===== config.mk =====
export PLATFORM = sky130hd
export DESIGN_NAME = boot_loader_flat
export DESIGN_NICKNAME = d
export VERILOG_FILES = /design/src/rtl/boot_loader_if.sv /design/src/rtl/boot_loader.sv /design/src/flat_wrapper.sv
export SDC_FILE = /design/constraint.sdc
export NUM_CORES = 1
export LEC_CHECK = 0
export BUFFER_PORTS_ARGS = -buffer_cell sky130_fd_sc_hd__buf_4
export CAP_MARGIN = 5
export CORE_ASPECT_RATIO = 1.1
export CORE_MARGIN = 2
export CORE_UTILIZATION = 45
export CTS_CLUSTER_DIAMETER = 60
export DETAILED_ROUTE_END_ITERATION = 10
export PLACE_DENSITY = 0.73
export SKIP_CTS_REPAIR_TIMING = 1
export SYNTH_ARGS = -nofsm -noshare
export SYNTH_HDL_FRONTEND = slang
export SYNTH_SLANG_ARGS = --single-unit
export TNS_END_PERCENT = 5

===== constraint.sdc =====
create_clock -name clk -period 12 [get_ports clk]
set_input_delay 1.8 -clock clk [delete_from_list [all_inputs] [get_ports clk]]
set_output_delay 1.8 -clock clk [all_outputs]
set_load 0.01 [all_outputs]

===== src/rtl/boot_loader_if.sv =====
// Host/memory-side bus of the boot loader: byte stream in, word writes and status out.
interface boot_loader_if;
    localparam int unsigned W = 24;

    logic         start;
    logic [W-1:0] len;
    logic [7:0]   byte_in;
    logic         byte_valid;
    logic         byte_ready;
    logic [W-1:0] waddr;
    logic [W-1:0] wdata;
    logic         wen;
    logic         proc_rst;
    logic         done;
    logic         err;

    // Host side: requests loads and supplies bytes
    modport master (
        output start, len, byte_in, byte_valid,
        input  byte_ready, waddr, wdata, wen, proc_rst, done, err
    );

    // Loader side
    modport slave (
        input  start, len, byte_in, byte_valid,
        output byte_ready, waddr, wdata, wen, proc_rst, done, err
    );
endinterface


===== src/rtl/boot_loader.sv =====
// Boot loader: packs host bytes little-endian into 24-bit words, writes them to
// memory, then releases the processor from reset.
module boot_loader #(
    parameter int unsigned MEM_SIZE = 128
) (
    input  logic          clk,
    input  logic          rst,
    boot_loader_if.slave  bus
);
    localparam int unsigned W  = 24;
    localparam int unsigned CW = W + 1;

    typedef enum logic [2:0] {IDLE, B0, B1, B2, WRITE, RUN, ERR} state_t;

    state_t         state;
    state_t         next_state;
    logic [W-1:0]   len_q;
    logic [W-1:0]   cnt_q;
    logic [15:0]    asm_q;

    logic           byte_ready_q;
    logic           wen_q;
    logic [W-1:0]   waddr_q;
    logic [W-1:0]   wdata_q;
    logic           proc_rst_q;
    logic           done_q;
    logic           err_q;

    logic           byte_ready_d;
    logic           wen_d;
    logic           proc_rst_d;
    logic           done_d;
    logic           err_d;

    logic           accept;
    logic           start_ok;
    logic           more_words;

    // byte_ready_q is high exactly in B0..B2, so it doubles as the accept qualifier
    assign accept     = byte_ready_q & bus.byte_valid;
    assign start_ok   = bus.start & ((state == IDLE) | (state == RUN) | (state == ERR));
    assign more_words = (CW'(cnt_q) + CW'(1)) < CW'(len_q);

    assign bus.byte_ready = byte_ready_q;
    assign bus.wen        = wen_q;
    assign bus.waddr      = waddr_q;
    assign bus.wdata      = wdata_q;
    assign bus.proc_rst   = proc_rst_q;
    assign bus.done       = done_q;
    assign bus.err        = err_q;

    // State register
    always_ff @(posedge clk or posedge rst) begin
        if (rst) begin
            state <= IDLE;
        end else begin
            state <= next_state;
        end
    end

    // Next-state logic; start only honoured when no load is in flight
    always_comb begin
        next_state = state;
        if (start_ok) begin
            if (bus.len == '0) begin
                next_state = RUN;
            end else if (bus.len > W'(MEM_SIZE)) begin
                next_state = ERR;
            end else begin
                next_state = B0;
            end
        end else begin
            case (state)
                B0:      if (accept) next_state = B1;
                B1:      if (accept) next_state = B2;
                B2:      if (accept) next_state = WRITE;
                WRITE:   next_state = more_words ? B0 : RUN;
                default: next_state = state;
            endcase
        end
    end

    // Output decode from the upcoming state, so registered outputs line up with it
    always_comb begin
        byte_ready_d = 1'b0;
        wen_d        = 1'b0;
        proc_rst_d   = 1'b1;
        done_d       = 1'b0;
        err_d        = 1'b0;
        case (next_state)
            B0, B1, B2: byte_ready_d = 1'b1;
            WRITE:      wen_d        = 1'b1;
            RUN: begin
                proc_rst_d = 1'b0;
                done_d     = 1'b1;
            end
            ERR:        err_d        = 1'b1;
            default:    ;
        endcase
    end

    // Output registers and datapath: length latch, word counter, byte assembly
    always_ff @(posedge clk or posedge rst) begin
        if (rst) begin
            byte_ready_q <= 1'b0;
            wen_q        <= 1'b0;
            waddr_q      <= '0;
            wdata_q      <= '0;
            proc_rst_q   <= 1'b1;
            done_q       <= 1'b0;
            err_q        <= 1'b0;
            len_q        <= '0;
            cnt_q        <= '0;
            asm_q        <= '0;
        end else begin
            byte_ready_q <= byte_ready_d;
            wen_q        <= wen_d;
            proc_rst_q   <= proc_rst_d;
            done_q       <= done_d;
            err_q        <= err_d;
            if (start_ok) begin
                len_q <= bus.len;
                cnt_q <= '0;
            end else if (state == WRITE) begin
                cnt_q <= cnt_q + W'(1);
            end
            if (accept) begin
                case (state)
                    B0:      asm_q[7:0]  <= bus.byte_in;
                    B1:      asm_q[15:8] <= bus.byte_in;
                    B2: begin
                        wdata_q <= {bus.byte_in, asm_q};
                        waddr_q <= cnt_q;
                    end
                    default: ;
                endcase
            end
        end
    end
endmodule


===== src/flat_wrapper.sv =====
// flat-port wrapper written by rule: the top's interface ports become plain ports
module boot_loader_flat 
#(
    parameter int unsigned MEM_SIZE = 128
)
  (clk, rst, bus_start, bus_len, bus_byte_in, bus_byte_valid, bus_byte_ready, bus_waddr, bus_wdata, bus_wen, bus_proc_rst, bus_done, bus_err);
  boot_loader_if bus_i ();
  input  logic clk;
  input  logic rst;
  input wire logic [$bits(bus_i.start)-1:0] bus_start;
  input wire logic [$bits(bus_i.len)-1:0] bus_len;
  input wire logic [$bits(bus_i.byte_in)-1:0] bus_byte_in;
  input wire logic [$bits(bus_i.byte_valid)-1:0] bus_byte_valid;
  output wire logic [$bits(bus_i.byte_ready)-1:0] bus_byte_ready;
  output wire logic [$bits(bus_i.waddr)-1:0] bus_waddr;
  output wire logic [$bits(bus_i.wdata)-1:0] bus_wdata;
  output wire logic [$bits(bus_i.wen)-1:0] bus_wen;
  output wire logic [$bits(bus_i.proc_rst)-1:0] bus_proc_rst;
  output wire logic [$bits(bus_i.done)-1:0] bus_done;
  output wire logic [$bits(bus_i.err)-1:0] bus_err;
  assign bus_i.start = bus_start;
  assign bus_i.len = bus_len;
  assign bus_i.byte_in = bus_byte_in;
  assign bus_i.byte_valid = bus_byte_valid;
  assign bus_byte_ready = bus_i.byte_ready;
  assign bus_waddr = bus_i.waddr;
  assign bus_wdata = bus_i.wdata;
  assign bus_wen = bus_i.wen;
  assign bus_proc_rst = bus_i.proc_rst;
  assign bus_done = bus_i.done;
  assign bus_err = bus_i.err;
  boot_loader #(.MEM_SIZE(MEM_SIZE)) u_core (.clk(clk), .rst(rst), .bus(bus_i));
endmodule

# Yosys cells after proc, flatten, opt, wreduce, memory -nomap -nowiden

Index checks and enable logic that the tools add are counted.

Flip-flop bits (word level): 120
Output and inout port bits: 53
Logic and storage cells: 54

Add/subtract/negate cells: 2
Order comparisons: 2
Equal/unequal tests: 12
Muxes and demuxes: 15
Bitwise gates (word level): 4
Reductions and logical operators: 7

Operator list:

| cell                                                                              | count |
|---|---|
| 24-bit 2-to-1 mux                                                                 | 2 |
| 24-bit by 1-bit adder with 25-bit output (second input constant)                  | 1 |
| 25-bit by 24-bit less-than comparator with 1-bit output                           | 1 |
| 24-bit by 1-bit adder with 24-bit output (second input constant)                  | 1 |
| 24-bit by 8-bit greater-than comparator with 1-bit output (second input constant) | 1 |
| 24-bit logical NOT                                                                | 1 |
| 3-bit 2-to-1 mux                                                                  | 7 |
| 3-bit equality test (second input constant)                                       | 6 |
| 3-bit by 2-bit equality test with 1-bit output (second input constant)            | 4 |
| 3-bit one-hot mux with 4 select lines                                             | 1 |
| 3-bit by 1-bit equality test with 1-bit output (second input constant)            | 2 |
| 2-bit AND reduction                                                               | 3 |
| 1-bit 2-to-1 mux                                                                  | 5 |
| 3-bit logical NOT                                                                 | 1 |
| 3-bit OR reduction                                                                | 1 |
| 1-bit AND                                                                         | 2 |
| 1-bit OR                                                                          | 2 |
| 2-bit nonzero test                                                                | 1 |

# Depth between registers and ports, before layout

Gate-level depths: netlist of the first run.

Word-level depth: 8
Depth in mapped cells: 14

# Worst setup path after synthesis of the first run

Ideal clock, no wire load.

Path kind: in2reg
From: in bus_byte_valid
To: reg u_core.err_q, in the netlist u_core.bus.err
Arrival time: 3.052 ns
Data required time: 11.922 ns
Slack: 8.870 ns
Stages: 7
Path through: and3b_1 > clkbuf_1 > a21oi_1 > a21oi_1 > o21ai_1 > or3b_2 > a21oi_1

Word-level cells in the longest chain between the ends: 6
Elaborated cells on any way between the ends: 8
Classes of those cells: eq/ne: 1; mux: 6; bitwise: 1

RTL lines:

| item                                    | line                                                    | source |
|---|---|---|
| start: declaration                      | flat_wrapper.sv:13                                      | `input wire logic [$bits(bus_i.byte_valid)-1:0] bus_byte_valid;` |
| 1-bit AND *                             | boot_loader.sv:40                                       | `assign accept = byte_ready_q & bus.byte_valid;` |
| 3-bit 2-to-1 mux (on tied branches)     | boot_loader.sv:76, boot_loader.sv:74, boot_loader.sv:75 |  |
| 3-bit one-hot mux with 4 select lines * | boot_loader.sv:73                                       | `case (state)` |
| 3-bit 2-to-1 mux *                      | boot_loader.sv:64                                       | `if (start_ok) begin` |
| 3-bit equality test *                   | boot_loader.sv:90                                       | `case (next_state)` |
| 1-bit 2-to-1 mux *                      | boot_loader.sv:90                                       |  |
| via u_core.err_d                        | boot_loader.sv:33                                       | `logic err_d;` |
| end signal: assignment                  | boot_loader.sv:120                                      | `err_q <= err_d;` |
| end: declaration                        | boot_loader.sv:27                                       | `logic err_q;` |

The timed path passes the listed nets; every way through them passes the cells marked *.
A chain may end at the register's enable or synchronous reset.

# Final worst setup path of the first run

From: in bus_byte_valid
To: reg u_core.wdata_q[9], in the netlist u_core.bus.wdata[9]

Word-level cells in the longest chain between the ends: 2

RTL lines:

| item                          | line               | source |
|---|---|---|
| 1-bit AND                     | boot_loader.sv:40  |  |
| 2-bit AND reduction (no line) | -                  |  |
| end signal: assignment        | boot_loader.sv:132 | `wdata_q <= {bus.byte_in, asm_q};` |
| end: declaration              | boot_loader.sv:24  | `logic [W-1:0] wdata_q;` |

No other way between the ends.

==> results of run 1 <==
[Yosys cell counts (all sizes together), types with 8 or more instances]
cell	number	area, um^2
nand2	178	668
dfrtp	119	2980
mux2	40	450
inv	30	113
o21ai	26	130
ha	24	300
nand3	21	123
a21oi	19	95.1
nor2	18	67.6
clkbuf	15	56.3
and3	14	95.1
xnor2	14	123
buf	10	53.8
xor2	9	78.8
a21o	8	60.1
[cells in the final DEF (no fill, tap or decap), types with 2 or more instances in the layout]
master | synthesis | final
sky130_fd_sc_hd__or3_1 | 2 | 2
sky130_fd_sc_hd__clkinvlp_4 | 0 | 5
sky130_fd_sc_hd__xor2_1 | 9 | 9
sky130_fd_sc_hd__mux2_2 | 40 | 40
sky130_fd_sc_hd__ha_1 | 24 | 24
sky130_fd_sc_hd__nand2_1 | 178 | 178
sky130_fd_sc_hd__nand3_2 | 1 | 2
sky130_fd_sc_hd__o31ai_1 | 7 | 7
sky130_fd_sc_hd__nand3_1 | 19 | 18
sky130_fd_sc_hd__and3_2 | 2 | 2
sky130_fd_sc_hd__a21o_1 | 8 | 8
sky130_fd_sc_hd__o21ai_0 | 24 | 24
sky130_fd_sc_hd__xnor2_1 | 14 | 14
sky130_fd_sc_hd__bufinv_16 | 0 | 2
sky130_fd_sc_hd__and3_1 | 11 | 11
sky130_fd_sc_hd__clkbuf_16 | 0 | 17
sky130_fd_sc_hd__o22ai_1 | 2 | 2
sky130_fd_sc_hd__buf_4 | 1 | 90
sky130_fd_sc_hd__a211oi_1 | 2 | 2
sky130_fd_sc_hd__nor2_1 | 18 | 18
sky130_fd_sc_hd__dfrtp_1 | 119 | 119
sky130_fd_sc_hd__and4_1 | 2 | 2
sky130_fd_sc_hd__nand4_1 | 4 | 4
sky130_fd_sc_hd__clkbuf_1 | 15 | 2
sky130_fd_sc_hd__and2_1 | 3 | 3
sky130_fd_sc_hd__nor4_1 | 7 | 7
sky130_fd_sc_hd__nor3_1 | 7 | 7
sky130_fd_sc_hd__inv_1 | 29 | 28
sky130_fd_sc_hd__a21oi_1 | 19 | 19
sky130_fd_sc_hd__clkinv_2 | 0 | 4
sky130_fd_sc_hd__and3b_1 | 2 | 2
[state kept, by name, summed over array words and instances, names as in the netlist, 3 cells and up]
name,flops
u_core.bus.wdata,24
u_core.cnt_q,24
u_core.bus.waddr,24
u_core.state,3
u_core.asm_q,16
u_core.len_q,24
[tightest hold or removal path: cells and delay by family (launching register included)]
family | cells | cell delay, ns
simple gates | 2 | 0.10
flops | 1 | 0.34
[logic make-up (layout without fill, tap and decap cells)]
| kind of cell | Yosys count | after routing | share of synthesized area |
|---|---|---|---|
| buffers and inverters | 55 | 152 | 0.0387 |
| multiplexers | 40 | 40 | 0.0782 |
| XOR/XNOR | 23 | 23 | 0.0350 |
| AO/OA/AOI/OAI | 71 | 71 | 0.0749 |
| adder cells (fa/ha/maj) | 24 | 24 | 0.0521 |
| flip-flops | 120 | 120 | 0.522 |
| AND/OR/NAND/NOR | 261 | 261 | 0.200 |
[final timing paths]
check,end,cells past startpoint,slack (ns),start
setup / recovery,u_core.bus.wdata[9],6,8.16,bus_byte_valid
max in group asynchronous,u_core.len_q[5],3,9.21,rst
hold / removal,u_core.bus.wdata[15],2,0.46,u_core.asm_q[15]
hold reg to reg,u_core.bus.wdata[15],2,0.46,u_core.asm_q[15]
setup reg to reg,u_core.bus.proc_rst,12,8.55,u_core.cnt_q[2]
min in group asynchronous,u_core.bus.wdata[3],2,1.42,rst
[report_power, final]
part,leakage [nW],internal (mW),switching (mW)
combinational,1.88,0.242,0.260
sequential,1.56,0.549,0.0921
clock,0.268,0.309,0.179
total,3.71,1.10,0.531
[per-layer routing]
layer | GRT usage | vias up
met5 | 0 | -
li1 | - | 2165
met1 | 0.263 | 2105
met2 | 0.309 | 114
met3 | 0.0405 | 19
met4 | 0.0756 | 0
[stage by stage]
step                      setup slack, ns  total power, mW
after global placement               7.83             1.12
after CTS                            8.12             1.64
after detailed placement             7.73             1.15
after global routing                 7.80             1.74
final                                8.16             1.63
after floorplan                      7.02            0.953
[layout make-up]
cell class	instances	area, um^2	area share
clock buffer	20	447	0.0629
inverter	30	115	0.0162
timing repair buffer	90	676	0.0951
sequential	120	3000	0.423
tap	157	196	0.0276
clock inverter	12	126	0.0178
multi-input combinational	419	2540	0.358
==> flow_results.org, run 1 <==
** Setup path
- At the worst endpoint, the required time is 12.35 ns.
- The worst setup path is launched from an input pin.
- Kind of end point of the critical path :: flop
- For the worst setup path, the data arrival time is 4.19 ns.
- Crit Path Class :: in -> reg
- Worst path buffer plus inverter count :: 2
- Critical Path, Cell by Cell :: buf_4 -> and3b_1 -> nand3_2 -> inv_2 -> nand2_1 -> nand2_1
- Among cell families on the critical path, the largest total delay comes from simple AND/OR/NAND/NOR gates.
- Most repeated library cell on the critical path :: sky130_fd_sc_hd__nand2_1
- Worst-path maximum fanout :: 54
- On the worst path, the slowest cell contributes a delay of 0.98 ns.
- The slowest stage of the critical path belongs to the cell sky130_fd_sc_hd__inv_2.

** Clocking
- The clock passes through at most 2 buffers.
- The later pin in the worst-skew pair is clocked with a latency of 0.41 ns.
- The H-tree was split into 4 levels.
- Number of clock sinks :: 120
- Clock tree from TritonCTS :: yes
- Clock tree synthesis inserted a total of 17 buffers.
- CTS root buffer :: sky130_fd_sc_hd__clkbuf_16
- Clock-pin slew was measured on the worst setup and hold paths at 0.06 ns.

** Die
- The floorplan step defined a die boundary enclosing 13700 um^2.
- Effective utilization at floorplan :: 0.460
- After floorplanning, the core was divided into 43 placement rows.
- Vertical die dimension :: 123 um
- Measured along the x axis, the die boundary spans 112 um.
- In this run the standard cell core region covers 12500 um^2.
- Total I/O pin count :: 89

** Detailed routing
- Before antenna repair, the detailed router went through 5 iterations.
- Initial detailed-routing violation count :: 231
- The count of nets left with antenna violations once routing finished came out at 0.
- Via Count :: 4403
- In the final routing, the length of wire on met1 measures 5880 um.
- DRC viols :: 0
- In the final routed layout, each cell accounts on average for 15.2 um.
- After detailed routing, the number of vias per cell comes to 5.19.
- Detailed routing placed a total of 588 um of wire on met3.
- The routed design has 12900 um of wire.
- DR top layer :: met4
- Wire segments on met2 add up to 6130 um in the final route.

** Synthesis
- In the synthesized netlist the dominant register cell turns out to be sky130_fd_sc_hd__dfrtp_1.
- Cells after Synth :: 594
- Average size of a mapped cell :: 9.70 um^2
- For this run, asynchronously set or reset flops after synthesis account for 1.00.
- Cell area after synthesis :: 5760 um^2
- Counting distinct cell types in the post-synthesis netlist gives 45.
- The number of nets in the synthesized netlist is 654.
- EDFF count, synth :: 0
- The share of the Yosys chip area taken by registers is 0.522.
- The Yosys step of the flow raised 0 warnings.
- Flip-flop and latch count after synthesis :: 120

** Final layout
- Area Overhead vs Synth :: 23.4%
- Nets :: 738
- The finished layout holds 848 standard cells, fillers aside.
- Of the cells placed in the final design, the portion with a size suffix greater than 1 is 0.250.
- 0 antenna diodes ended up in the layout.
- Total of fill cells in the finished design :: 1077
- At the end of the flow the core is filled with cells to 0.567.
- Post-route standard cell area excluding fillers :: 7110 um^2

** Timing
- Across the routed clock network, the largest skew measured is 0.00930 ns.
- For the pin with the worst max-slew slack, the measured transition is 1.02 ns.
- In the finished design, the share of the clock period the worst path needs comes to 0.320.
- Final hold analysis gives a worst-case slack of 0.460 ns.
- The final max-slew violation count is 0.
- Setup violations remaining at the end of the flow were counted as 0.
- Setup repair after global routing missed its margin :: no
- After routing, the total negative slack on setup checks comes to 0 ns.
- Maximum clock frequency :: 260 MHz
- The worst pin sits at a relative slew slack of 0.319.
- The hold violation count in the final report was 0.
- The smallest clock period supported by the final layout is computed as 3.84 ns.

** Global route
- The number of antenna violations at the first check in global routing came to 0.
- The first global-routing pass estimated 21200 um of wire.
- Via count of the first global-routing pass :: 4383
- Entering global routing, the biggest net connects 78 pins.
- After global routing the overflow that remains totals 0.
- Gr usage total :: 0.194

** Pwr
- The worst-case IR drop observed on VDD is 0.000127 V.
- Summed over all cells, the static leakage comes to 3.71 nW.
- Power spread over the standard cell area amounts to 230 nW/um^2.

** Placed design
- Summed over all nets, the half-perimeter wirelength after detailed placement is 8990 um.
- In this run the tool buffered the top-level ports with 88 buffer cells.
- Once placement completed, the tool counted placed cells totaling 816.
- Routability-driven placement finished with a final weighted congestion of 0.867.
- Total placed instance area :: 6530 um^2

** Min path
- Path category of the worst min-delay check :: reg -> reg

** Flow run
- Max-cap violations :: 0

** Status
- The flow ran to the end, and the final reports show no timing, DRC or antenna violations.
Note: power is estimated with default switching activity, not from simulation.
==> inputs of run 2 (changes only) <==
Settings changed: PLACE_DENSITY 0.73 to 0.75.
Clock period 12 ns to 3.4 ns, I/O delays scaled along.
==> run 2 against run 1 <==
Net effect:
- die area is the same
- clock power rose to 3.8 times the previous value
- non-clock buffer count up 5
- critical endpoint is now u_core.bus.proc_rst
==> flow_results.org, run 2 (synthesis gave the netlist of run 1 again) <==
** Final layout
- Nets :: 743
- Total of fill cells in the finished design :: 1091
- The library cell used most frequently in the layout, excluding fill and tap cells, is sky130_fd_sc_hd__nand2_1.
- Summing all non-filler instances in the final layout gives an area of 7200 um^2.
- The number of antenna diodes in the final layout is 0.
- Most frequent cells in the layout :: sky130_fd_sc_hd__nand2_1 (178), sky130_fd_sc_hd__dfrtp_1 (118), sky130_fd_sc_hd__buf_4 (94)
- Area Overhead vs Synth :: 25.0%
- For this run, the share of the core covered by cells in the final layout is 0.574.
- In the final layout, the share of cells above drive strength 1 is 0.263.

** Pwr
- Of the total power, combinational logic draws 0.307.
- Cell Int Power :: 3.92 mW
- Clk pwr share :: 0.312
- Switching part of the total power :: 0.335
- The worst-case IR drop observed on VDD is 0.000432 V.
- Switching power :: 1.98 mW
- Leakage power of the design :: 3.76 nW
- Portion of total power attributed to sequential cells :: 0.381
- Power spread over the standard cell area amounts to 819 nW/um^2.

** Die
- Core Region :: 12500 um^2
- Effective utilization at floorplan :: 0.460
- The die is 123 um tall.
- Die boundary width :: 112 um
- Pin placement for this block handled 89 I/O pins.
- The die covers 13700 um^2.
- Number of rows created at floorplan :: 43

** Clocking
- Number of clock sinks :: 120
- The number of clock buffers added by TritonCTS is 17.
- In this run the clock root is driven by a sky130_fd_sc_hd__clkbuf_16.
- TritonCTS built the clock tree.
- The clock passes through at most 2 buffers.
- Clock latency on the worst-skew pair :: 0.42 ns
- The clock tree synthesis step divided the H-tree into 4 levels.
- After clock tree synthesis, the clock-pin slew on the worst setup and hold paths is 0.07 ns.

** Timing
- Final Critical Period :: 3.15 ns
- Hold_ws :: 0.261 ns
- At the pin with the least slew margin, the transition time is 0.861 ns.
- Number of max-slew violations in the final report :: 0
- Final-report setup violation count :: 0
- Between clock sinks in the finished design, the worst skew comes to 0.00876 ns.
- The worst pin sits at a relative slew slack of 0.425.
- Static timing analysis puts the maximum clock frequency at 317 MHz.
- Hold violation count in the final report :: 0
- Period utilization :: 0.928

** Detailed routing
- In the routed design, unresolved DRC markers number 0.
- After detailed routing, the number of vias per cell comes to 5.24.
- Initial detailed-routing violation count :: 322
- In this run the remaining antenna-violating nets after routing total 0.
- Total wire length after detailed routing :: 13000 um
- For this block, the via count after detailed routing is 4468.
- First-pass iteration count of the detailed router :: 5
- Wire length per cell after detailed routing :: 15.3 um

** Global route
- For this run the aggregate overflow at the end of global routing stands at 0.
- The first global-routing pass estimated 21500 um of wire.
- The via count of the first global-routing pass was 4343.
- Entering global routing, the biggest net connects 56 pins.
- Across every metal layer, demand over resource in global routing totals 0.197.
- Antenna violations before repair :: 0

** Setup path
- Crit Path Class :: reg -> reg
- Of all nets on the critical path, the largest fanout is 8.
- STA classifies the critical path startpoint as a flop.
- Data on the critical path arrives at its endpoint at 3.49 ns.
- Kind of end point of the critical path :: flop
- STA puts the critical path data required time at 3.73 ns.

** Min path
- In this run the worst hold path is classified as in -> async.

** Placed design
- Total placed instance area :: 6590 um^2
- Gp weighted congestion :: 0.867
- I/O Buffers :: 88
- Once detailed placement completed, the half-perimeter wirelength came to 9190 um.

** Status
- Outcome :: finished, final reports clean

** Flow run
- Across the run, the number of max-cap violations was 0.
run 2: power groups by stage:
stage	logic, mW	clock network [mW]	registers [mW]
6_report	1.81	1.84	2.25
5_1_grt	2.01	1.92	2.31
4_1_cts	1.82	1.87	2.25
3_5_place_dp	1.81	0	2.27
3_3_place_gp	1.75	0	2.24
2_1_floorplan	1.09	0	2.27
run 2: final cells by class:
type	count	area, um^2	area share
Clock buffer	17	425	0.0591
Clock inverter	15	180	0.0250
Inverter	30	116	0.0162
Multi-Input combinational cell	419	2550	0.354
Sequential cell	120	3010	0.417
Tap cell	157	196	0.0273
Timing Repair Buffer	95	726	0.101
run 2: critical path, cell delays in order, from the launching register on:
cell and delay, ns:
sky130_fd_sc_hd__dfrtp_1 0.47, sky130_fd_sc_hd__and3_1 0.24, sky130_fd_sc_hd__nand3_1 0.12, sky130_fd_sc_hd__or3_4 0.45, sky130_fd_sc_hd__nor2_1 0.15, sky130_fd_sc_hd__xor2_1 0.11, sky130_fd_sc_hd__ha_1 0.31, sky130_fd_sc_hd__nand4_1 0.17
sky130_fd_sc_hd__nor4_1 0.31, sky130_fd_sc_hd__a22oi_1 0.15, sky130_fd_sc_hd__o2111ai_2 0.11, sky130_fd_sc_hd__o211ai_2 0.15, sky130_fd_sc_hd__or3_1 0.32
run 2: final timing paths:
| check | start | end | slack, ns | cells past startpoint |
|---|---|---|---|---|
| hold / removal | rst | u_core.bus.wdata[0] | 0.26 | 2 |
| setup / recovery | u_core.cnt_q[6] | u_core.bus.proc_rst | 0.25 | 12 |
| max in group asynchronous | rst | u_core.bus.proc_rst | 2.25 | 3 |
| min in group clk | bus_byte_in[0] | u_core.bus.wdata[16] | 0.31 | 3 |
| hold reg to reg | u_core.bus.wdata[22] | u_core.bus.wdata[22] | 0.47 | 2 |
| setup reg to reg | u_core.cnt_q[6] | u_core.bus.proc_rst | 0.25 | 12 |
run 2: routing by layer:
layer | global-route usage | vias to the layer above | share of wire
li1 | - | 2178 | -
met1 | 0.278 | 2151 | 0.46
met2 | 0.309 | 125 | 0.47
met3 | 0.0385 | 14 | 0.053
met4 | 0.0656 | 0 | 0.012
met5 | 0 | - | 0
run 2: metrics by stage:
step	cells	setup slack [ns]	total power [mW]	TNS, ns
after floorplan	594	0.522	3.36	0
after global placement	821	0.320	3.99	0
after detailed placement	821	0.196	4.08	0
after CTS	853	0.184	5.94	0
after global routing	853	-0.00595	6.25	-0.00595
final	853	0.246	5.89	0
==> inputs of run 3 (changes only) <==
Settings changed: PLACE_DENSITY 0.75 to 0.71.
==> run 3 against run 2 <==
Net effect:
- via count about the same
- die area unchanged
- worst setup slack improved by 0.012 ns
- non-clock buffer count increased by 2
- final area decreased by 0.28%
- global-route usage increased by 0.60 points
- clock-buffer cell count unchanged
- sequential power about the same
- flip-flop and latch count unchanged
- routed wire length increased by 0.65%
- cell count increased by 0.23%
- critical path depth unchanged
- largest cell class unchanged
==> flow_results.org, run 3 (synthesis gave the netlist of run 1 again) <==
** Global route
- The via count of the first global-routing pass is 4400.
- The first global-routing pass estimated 21900 um of wire.
- Gr usage total :: 0.203
- Entering global routing, the biggest net connects 60 pins.
- After global routing the overflow that remains totals 0.
- Antenna violations before repair :: 0

** Setup path
- STA classifies the critical path startpoint as a flop.
- Kind of end point of the critical path :: flop
- Traced cell by cell, the critical path runs through and3_1 -> nand3_1 -> or3_4 -> nor2_1 -> xor2_1 -> ha_1 -> nand4_1 -> nor4_1 -> a22oi_1 -> o2111ai_2 -> o211ai_2 -> or3_1.
- Required time worst endpoint :: 3.74 ns
- For this run, the slowest stage of the critical path takes 0.46 ns.
- Worst-path maximum fanout :: 7
- STA puts the critical path data arrival time at 3.48 ns.
- Crit Path Class :: reg -> reg
- Standard cell with the maximum stage delay on the critical path :: sky130_fd_sc_hd__or3_4

** Detailed routing
- In this run the remaining antenna-violating nets after routing total 0.
- The detailed router finished its first iteration with 252 violations.
- Summed over all layers, the routed wires come to 13100 um.
- For this run, design rule violations remaining after detail routing come to 0.
- DR vias/cell :: 5.23
- Via Count :: 4471
- Dividing the detail-routed wire length by the instance count gives 15.3 um.
- First-pass iteration count of the detailed router :: 5

** Flow run
- Max-cap violations :: 0

** Final layout
- Area Overhead vs Synth :: 24.6%
- At the end of the flow the core is filled with cells to 0.573.
- The finished cells cover 7180 um^2.
- Nets :: 745
- 0 antenna diodes ended up in the layout.
- Layout cell share with drive strength beyond 1 :: 0.266
- The library cells used most frequently in the layout, excluding fill and tap cells, are sky130_fd_sc_hd__nand2_1 (178), sky130_fd_sc_hd__dfrtp_1 (117), sky130_fd_sc_hd__buf_4 (96).
- Leaving out fill and tap cells, the most frequent cell in the layout is sky130_fd_sc_hd__nand2_1.
- After the flow finishes, the layout carries non-filler instances totaling 855.

** Clocking
- Register clock-pin slew on the reported worst setup and hold paths :: 0.06 ns
- TritonCTS created 17 clock buffers.
- The later pin in the worst-skew pair is clocked with a latency of 0.42 ns.
- Maximum level of the CTS H-tree :: 4
- Number of clock sinks :: 120
- The tree is rooted in a sky130_fd_sc_hd__clkbuf_16.
- Clock tree from TritonCTS :: yes
- Number of buffers on the longest clock path :: 2

** Die
- Measured along the x axis, the die boundary spans 112 um.
- The initial utilization of the core area, before any placement, comes to 0.460.
- Number of rows created at floorplan :: 43
- Total I/O pin count :: 89
- The floorplan step defined a core boundary enclosing 12500 um^2.
- Vertical die dimension :: 123 um
- DIE AREA :: 13700 um^2

** Placed design
- After detailed placement, the total cell area comes to 6600 um^2.
- Gp weighted congestion :: 0.874
- Buffers placed on the I/O ports in this run total 88.
- Detailed Place HPWL :: 9330 um
- Cell Count Post-Placement :: 823
- Prior to clock tree synthesis, the placed netlist has a worst setup slack of 0.216 ns.

** Timing
- Smallest setup slack after layout :: 0.258 ns
- Number of max-slew violations in the final report :: 0
- For the finished layout, the period the worst path requires is 3.14 ns.
- Transition time at the pin with the least slew margin :: 0.825 ns
- Maximum clock frequency :: 318 MHz
- Setup repair after global routing left no endpoint under its margin.
- Period utilization :: 0.924
- The worst pin sits at a relative slew slack of 0.448.
- Between clock sinks in the finished design, the worst skew comes to 0.00867 ns.
- The hold violation count in the final report came to 0.
- Final-report setup violation count :: 0
- In the final timing run, aggregate negative setup slack is 0 ns.

** Min path
- Path category of the worst min-delay check :: in -> async

** Pwr
- Pwr Density :: 803 nW/um^2
- For this design the static power due to leakage is 3.74 nW.
- IR analysis of the VDD net gives a maximum drop of 0.000345 V.

** Status
- Outcome :: finished, final reports clean
run 3: cell types whose count changed in the layout (fill, tap and decap cells not counted):
cell                         delta
sky130_fd_sc_hd__inv_8          -3
sky130_fd_sc_hd__dfrtp_2        +1
sky130_fd_sc_hd__clkinvlp_4     +2
sky130_fd_sc_hd__nor3_1         -1
sky130_fd_sc_hd__ha_2           -1
sky130_fd_sc_hd__ha_1           +1
sky130_fd_sc_hd__nor3_2         +1
sky130_fd_sc_hd__clkinv_2       +2
sky130_fd_sc_hd__clkinv_4       -1
sky130_fd_sc_hd__buf_4          +2
sky130_fd_sc_hd__inv_6          +1
sky130_fd_sc_hd__bufinv_16      -1
sky130_fd_sc_hd__dfrtp_1        -1
run 3: worst paths after layout:
kind / end / from / slack (ns) / cells after the start
min in group clk: u_core.bus.wdata[23] / bus_byte_in[7] / 0.30 / 3
max in group asynchronous: u_core.cnt_q[2] / rst / 2.42 / 3
min reg2reg: u_core.bus.wdata[6] / u_core.asm_q[6] / 0.46 / 2
min: u_core.bus.wdata[1] / rst / 0.04 / 2
max reg2reg: u_core.bus.proc_rst / u_core.cnt_q[7] / 0.26 / 12
max: u_core.bus.proc_rst / u_core.cnt_q[7] / 0.26 / 12
run 3: layer usage:
| metal | GRT usage | part of all wire |
|---|---|---|
| met3 | 0.0459 | 0.043 |
| met5 | 0 | 0 |
| met2 | 0.315 | 0.48 |
| met1 | 0.284 | 0.47 |
| met4 | 0.0679 | 0.011 |
run 3: metrics by stage:
stage	hold slack, ns	total power, mW
after floorplan	0.435	3.36
after global placement	0.443	3.98
after detailed placement	0.452	4.08
after CTS	0.0358	5.82
after global routing	0.0571	6.17
final	0.0411	5.76
run 3: critical path, delay by kind of cell, from the launching register on:
family,cells,cell delay (ns)
DFF,1,0.44
and+or+nand+nor,7,1.78
xor gates and xnor gates,1,0.12
adders and majority gates,1,0.31
AOI/OAI and AO/OA,3,0.42
run 3: power by group:
part           total, mW  switching [mW]  internal [mW]
Clock               1.72           0.697           1.02
Combinational       1.79           0.922          0.869
Sequential          2.26           0.317           1.94
run 3: cell type report:
cell class	instances	area, um^2
fillers	1106	5360
flip-flops and latches	120	3010
multi-input cells	419	2550
repair buffers	97	741
clock buffers	17	425
well taps	157	196
clock inverters	15	141
inverters	30	116
